## config.mk

```make
export PLATFORM = sky130hd
export DESIGN_NAME = counter_cmd_seq
export DESIGN_NICKNAME = d
export VERILOG_FILES = /design/src/rtl/counter_cmd_seq.sv
export SDC_FILE = /design/constraint.sdc
export NUM_CORES = 1
export LEC_CHECK = 0
export CAP_MARGIN = 20
export CORE_ASPECT_RATIO = 1.25
export CORE_MARGIN = 1
export CORE_UTILIZATION = 40
export CTS_CLUSTER_SIZE = 40
export DETAILED_ROUTE_END_ITERATION = 10
export GPL_TIMING_DRIVEN = 0
export HOLD_SLACK_MARGIN = 0.15
export PLACE_DENSITY_LB_ADDON = 0.3
export SLEW_MARGIN = 20
export SYNTH_ARGS = -nofsm -noshare
export SYNTH_HDL_FRONTEND = slang
export SYNTH_SLANG_ARGS = --single-unit
```

## constraint.sdc

```tcl
create_clock -name clk_i -period 3.74 [get_ports clk_i]
set_input_delay 0.748 -clock clk_i [delete_from_list [all_inputs] [get_ports clk_i]]
set_output_delay 0.748 -clock clk_i [all_outputs]
set_load 0.02 [all_outputs]
```

## src/rtl/counter_cmd_seq.sv

```systemverilog
// counter_cmd_seq: command sequencer that drives a 4-bit counter.
// Commands (NOP/LOAD/RUN/WAIT) are queued in a small FIFO and executed in order.
// Every drive output is registered from the next-state decode, so each output
// reflects the state the FSM is currently in.
module counter_cmd_seq #(
   parameter int FIFO_DEPTH = 4,
   parameter int ARG_W      = 8
) (
   input  logic                        clk_i,
   input  logic                        rst_n_i,
   input  logic                        flush_i,
   input  logic                        cmd_valid_i,
   output logic                        cmd_ready_o,
   input  logic [1:0]                  cmd_op_i,
   input  logic [ARG_W-1:0]            cmd_arg_i,
   output logic                        enable_o,
   output logic                        load_o,
   output logic [3:0]                  data_o,
   output logic                        busy_o,
   output logic                        done_o,
   output logic [$clog2(FIFO_DEPTH):0] level_o
);

   localparam int AW = $clog2(FIFO_DEPTH);
   localparam int LW = AW + 1;
   localparam int EW = ARG_W + 2;

   localparam logic [2:0] ST_IDLE = 3'd0;
   localparam logic [2:0] ST_LOAD = 3'd1;
   localparam logic [2:0] ST_RUN  = 3'd2;
   localparam logic [2:0] ST_WAIT = 3'd3;
   localparam logic [2:0] ST_NOP  = 3'd4;

   logic [FIFO_DEPTH-1:0][EW-1:0] mem_flat;
   logic [AW-1:0]    wr_ptr_reg, rd_ptr_reg;
   logic [LW-1:0]    level_reg, level_next;
   logic [2:0]       state_reg, state_next;
   logic [ARG_W-1:0] cnt_reg, cnt_next;
   logic             enable_reg, load_reg, busy_reg, done_reg;
   logic             enable_next, load_next, busy_next, done_next;
   logic [3:0]       data_reg, data_next;
   logic             push, pop, last_cycle, can_pop, fifo_empty;
   logic [1:0]       head_op;
   logic [ARG_W-1:0] head_arg;

   // Full exactly when the level's top bit is set (level == FIFO_DEPTH), so
   // ready never depends on a same-cycle pop.
   assign cmd_ready_o = ~level_reg[AW];
   assign fifo_empty  = (level_reg == '0);
   assign push        = cmd_valid_i & cmd_ready_o & ~flush_i;
   assign {head_op, head_arg} = mem_flat[rd_ptr_reg];

   // One storage register per FIFO entry, written when the write pointer selects it.
   generate
      for (genvar gi = 0; gi < FIFO_DEPTH; gi++) begin : g_entry
         logic [EW-1:0] entry_reg;
         always_ff @(posedge clk_i or negedge rst_n_i) begin
            if (!rst_n_i)
               entry_reg <= '0;
            else if (push && (wr_ptr_reg == AW'(gi)))
               entry_reg <= {cmd_op_i, cmd_arg_i};
         end
         assign mem_flat[gi] = entry_reg;
      end
   endgenerate

   // Final cycle of the command in progress; a new command may be popped on it.
   always_comb begin
      last_cycle = 1'b0;
      case (state_reg)
         ST_LOAD, ST_NOP: last_cycle = 1'b1;
         ST_RUN, ST_WAIT: last_cycle = (cnt_reg <= ARG_W'(1));
         default:         last_cycle = 1'b0;
      endcase
   end

   assign can_pop    = (state_reg == ST_IDLE) | last_cycle;
   assign pop        = can_pop & ~fifo_empty & ~flush_i;
   assign level_next = flush_i ? '0 : (level_reg + LW'(push) - LW'(pop));

   // Next-state and count decode; flush overrides everything and returns to idle.
   always_comb begin
      state_next = state_reg;
      cnt_next   = cnt_reg;
      if (flush_i) begin
         state_next = ST_IDLE;
      end else if (can_pop) begin
         if (!fifo_empty) begin
            cnt_next = head_arg;
            case (head_op)
               2'b01:   state_next = ST_LOAD;
               2'b10:   state_next = ST_RUN;
               2'b11:   state_next = ST_WAIT;
               default: state_next = ST_NOP;
            endcase
         end else begin
            state_next = ST_IDLE;
         end
      end else begin
         cnt_next = cnt_reg - ARG_W'(1);
      end
   end

   // Output values for the state being entered; RUN with a zero count never enables.
   always_comb begin
      enable_next = (state_next == ST_RUN) && (cnt_next != '0);
      load_next   = (state_next == ST_LOAD);
      busy_next   = (state_next != ST_IDLE);
      data_next   = load_next ? cnt_next[3:0] : data_reg;
      case (state_next)
         ST_LOAD, ST_NOP: done_next = 1'b1;
         ST_RUN, ST_WAIT: done_next = (cnt_next <= ARG_W'(1));
         default:         done_next = 1'b0;
      endcase
   end

   // FIFO pointers, FSM state and registered outputs.
   always_ff @(posedge clk_i or negedge rst_n_i) begin
      if (!rst_n_i) begin
         wr_ptr_reg <= '0;
         rd_ptr_reg <= '0;
         level_reg  <= '0;
         state_reg  <= ST_IDLE;
         cnt_reg    <= '0;
         enable_reg <= 1'b0;
         load_reg   <= 1'b0;
         busy_reg   <= 1'b0;
         done_reg   <= 1'b0;
         data_reg   <= '0;
      end else begin
         if (flush_i) begin
            wr_ptr_reg <= '0;
            rd_ptr_reg <= '0;
         end else begin
            if (push) wr_ptr_reg <= wr_ptr_reg + AW'(1);
            if (pop)  rd_ptr_reg <= rd_ptr_reg + AW'(1);
         end
         level_reg  <= level_next;
         state_reg  <= state_next;
         cnt_reg    <= cnt_next;
         enable_reg <= enable_next;
         load_reg   <= load_next;
         busy_reg   <= busy_next;
         done_reg   <= done_next;
         data_reg   <= data_next;
      end
   end

   assign enable_o = enable_reg;
   assign load_o   = load_reg;
   assign data_o   = data_reg;
   assign busy_o   = busy_reg;
   assign done_o   = done_reg;
   assign level_o  = level_reg;

endmodule

```

==> impl_metrics.json <==
{
  "post_synth_xor_area_fraction": 0.01897,
  "final-seq-area_mm2": 0.001652,
  "yosysSeqAreaShare": 0.5110,
  "fin_nets": 305,
  "dp_slack_ps": 264.1,
  "slew_headroom": 0.4482,
  "cp-end-kind": "flip-flop",
  "p_leak_nw": 1.655,
  "ys_ff_latch": 66,
  "outcome": "finished clean",
  "largest_reg_flops": 40,
  "cts_buffer_depth": 2,
  "cts_buffers": 9,
  "grt_usage": 0.1701,
  "clk_pin_slew_ps": 80,
  "io_buffers": 25,
  "vias_per_cell": 5.455,
  "worstSetupPathType": "reg -> reg",
  "grt_pass1_vias": 2015,
  "rsz0062_at_grt": "no",
  "place.gp.congestion": 0.8480,
  "synth_compound_area_frac": 0.06698,
  "max_stage_delay_ps": 700,
  "cp-start-kind": "flip-flop",
  "place_area_mm2": 0.003626,
  "first_pass_iters": 4,
  "synth_mux_area_frac": 0.2296,
  "ant_nets": 0,
  "grt_max_degree": 49,
  "reg2reg_to": "enable_o",
  "arrival_ps": 3680,
  "hold_viol": 0,
  "power.internal_w": 0.002104,
  "final_cell_area_mm2": 0.003842,
  "grt_remaining_overflow": 0,
  "post-place-cells": 366,
  "ir_drop_mv": 0.2855,
  "p_comb_frac": 0.415,
  "clock_latency_ps": 340,
  "cts-resized-gates": 0,
  "path_depth": 6,
  "dieArea_mm2": 0.008445,
  "drtIter0Drc": 129,
  "synth_fp_nets": 268,
  "fillers": 696,
  "n_antenna_cell": 0,
  "vias": 2084,
  "synth.avg_cell_area_um2": 13.19,
  "hold_class": "in -> async",
  "post_drt_wl_per_cell_um": 16.21,
  "post_cts_buffers": 0,
  "ys_async_sr_fraction": 1.000,
  "clock.fmax_mhz": 290.0,
  "layout-drive-gt1-share": 0.3031,
  "synth_area_mm2": 0.003232,
  "required_ps": 3970,
  "clkPwrFrac": 0.206,
  "drc": 0,
  "cp_top_family": "simple AND/OR/NAND/NOR gates",
  "rows": 36,
  "synth_top_family_by_area": "multiplexers",
  "cp_max_fo": 10,
  "final_cell_count_no_fill": 382,
  "skew_ps": 7.913,
  "worst_slack_ps": 292.0,
  "start_util": 0.4147,
  "p_sw_frac": 0.3393,
  "cts_tree": "built",
  "routed_wl_um": 6193,
  "setup-violations-final": 0,
  "core-area_mm2": 0.007792,
  "multiInputGateArea_mm2": 0.001469,
  "timing.rr.start": "rd_ptr_reg[0]",
  "fp.dieW_um": 82.40,
  "finalMaxSlewViolations": 0,
  "fin_crit_ps": 3448,
  "p_per_area_mw_per_mm2": 828.8,
  "htreeDepth": 3,
  "path_cells": "buf_1, mux4_1, a211o_1, or4b_1, or4_1, o211a_1",
  "worst_pin_slew_ps": 827.8,
  "synth-simple-area-share": 0.1018,
  "drv_cap": 0,
  "cts.sinks": 66,
  "synthCells": 245,
  "clock-root-buffer": "clkbuf_8",
  "finalCritPeriodShare": 0.9219,
  "worstRegToRegCells": 6,
  "critPathSlowestCell": "mux4_1",
  "die_h_um": 102.5,
  "synth_edf_count": 0,
  "synthAdderAreaFrac": 0.03717,
  "p_seq_frac": 0.379,
  "grt_pass1_wl_um": 10320,
  "antenna_found_initial": 0,
  "synth.distinct_cells": 54,
  "hpwlAfterDp_um": 4238,
  "area_delta_synth_final_pct": 18.89,
  "synth_ff_type": "dfrtp_1",
  "p_sw_w": 0.001081,
  "worst-path-buf-inv": 1,
  "ff2ff_setup_slack_ps": 290,
  "yosysWarnings": 0,
  "holdBufCountCts": 0,
  "io_pins": 26,
  "fin_tns_setup_ps": 0
}
Yosys cell counts, types with 2 or more instances:
cell | instances | area share
a211oi_1 | 2 | 0.0046
a21oi_1 | 5 | 0.0077
a221o_1 | 2 | 0.0062
and2_1 | 6 | 0.012
buf_6 | 3 | 0.010
clkbuf_1 | 6 | 0.0070
dfrtp_1 | 66 | 0.51
ha_1 | 8 | 0.031
inv_1 | 10 | 0.012
mux2_2 | 44 | 0.15
mux4_2 | 6 | 0.042
mux4_4 | 3 | 0.023
nand2_1 | 3 | 0.0035
nand3_1 | 4 | 0.0062
nor2_1 | 17 | 0.020
nor2b_1 | 3 | 0.0058
nor3_1 | 7 | 0.011
nor4_1 | 3 | 0.0058
o21ai_0 | 6 | 0.0093
o31ai_1 | 2 | 0.0046
xnor2_1 | 5 | 0.014
xor2_1 | 2 | 0.0054
cells in the final DEF (no fill, tap or decap), types with 7 or more instances in the layout:
cell              n
dfrtp_1          66
mux2_2           44
clkdlybuf4s50_1  24
nor2_1           17
inv_1            10
clkbuf_8          9
ha_1              8
nor3_1            7
power by group through the flow:
| stage | combinational, W | clock [W] | sequential [W] |
|---|---|---|---|
| 3_5_place_dp | 0.00132 | 0 | 0.00122 |
| 6_report | 0.00132 | 0.000655 | 0.00121 |
| 5_1_grt | 0.00145 | 0.000703 | 0.00125 |
| 2_1_floorplan | 0.000943 | 0 | 0.00123 |
| 4_1_cts | 0.00133 | 0.000673 | 0.00121 |
| 3_3_place_gp | 0.00130 | 0 | 0.00121 |
how the worst max path moves through the flow:
| stage | startpoint | end | slack [ps] |
|---|---|---|---|
| finish | rd_ptr_reg[0] | enable_o | 290 |
| global route | rd_ptr_reg[0] | enable_o | 90 |
| CTS | rd_ptr_reg[0] | enable_o | 230 |
| detailed placement | flush_i | enable_o | 260 |
| global placement | rst_n_i | g_entry[2].entry_reg[8] | -300 |
| floorplan | cnt_reg[0] | enable_o | 630 |
area by class of cell:
type                            count  share of cell area
Sequential cell                    66              0.4298
Buffer                             12             0.01921
Timing Repair Buffer               26             0.07164
Clock inverter                      7             0.02410
Tap cell                           95             0.03093
Inverter                           10            0.009769
Multi-Input combinational cell    157              0.3823
Clock buffer                        9             0.03224
per-layer routing:
metal,part of all wire,vias up,GRT usage
li1,-,969,-
met1,0.45,1049,0.2209
met2,0.48,48,0.2600
met3,0.029,18,0.03097
met4,0.033,0,0.1093
met5,0,-,0
through the flow:
stage	hold slack, ps	util	power (W)
2_1_floorplan	452.4	-	0.002168
3_3_place_gp	481.1	0.4621	0.002512
3_5_place_dp	490.1	0.4653	0.002542
4_1_cts	271.5	0.4931	0.003214
5_1_grt	279.0	0.4931	0.003409
6_report	282.5	0.4931	0.003185
kinds of logic (layout without fill, tap and decap cells):
kind of cell / after synthesis / count (layout)
AOI/OAI and AO/OA: 29 / 29
xor gates and xnor gates: 7 / 7
adders and majority gates: 9 / 9
buffers and inverters: 22 / 64
DFF: 66 / 66
muxes: 55 / 55
and+or+nand+nor: 57 / 57
Note: power is estimated with default switching activity, not from simulation.
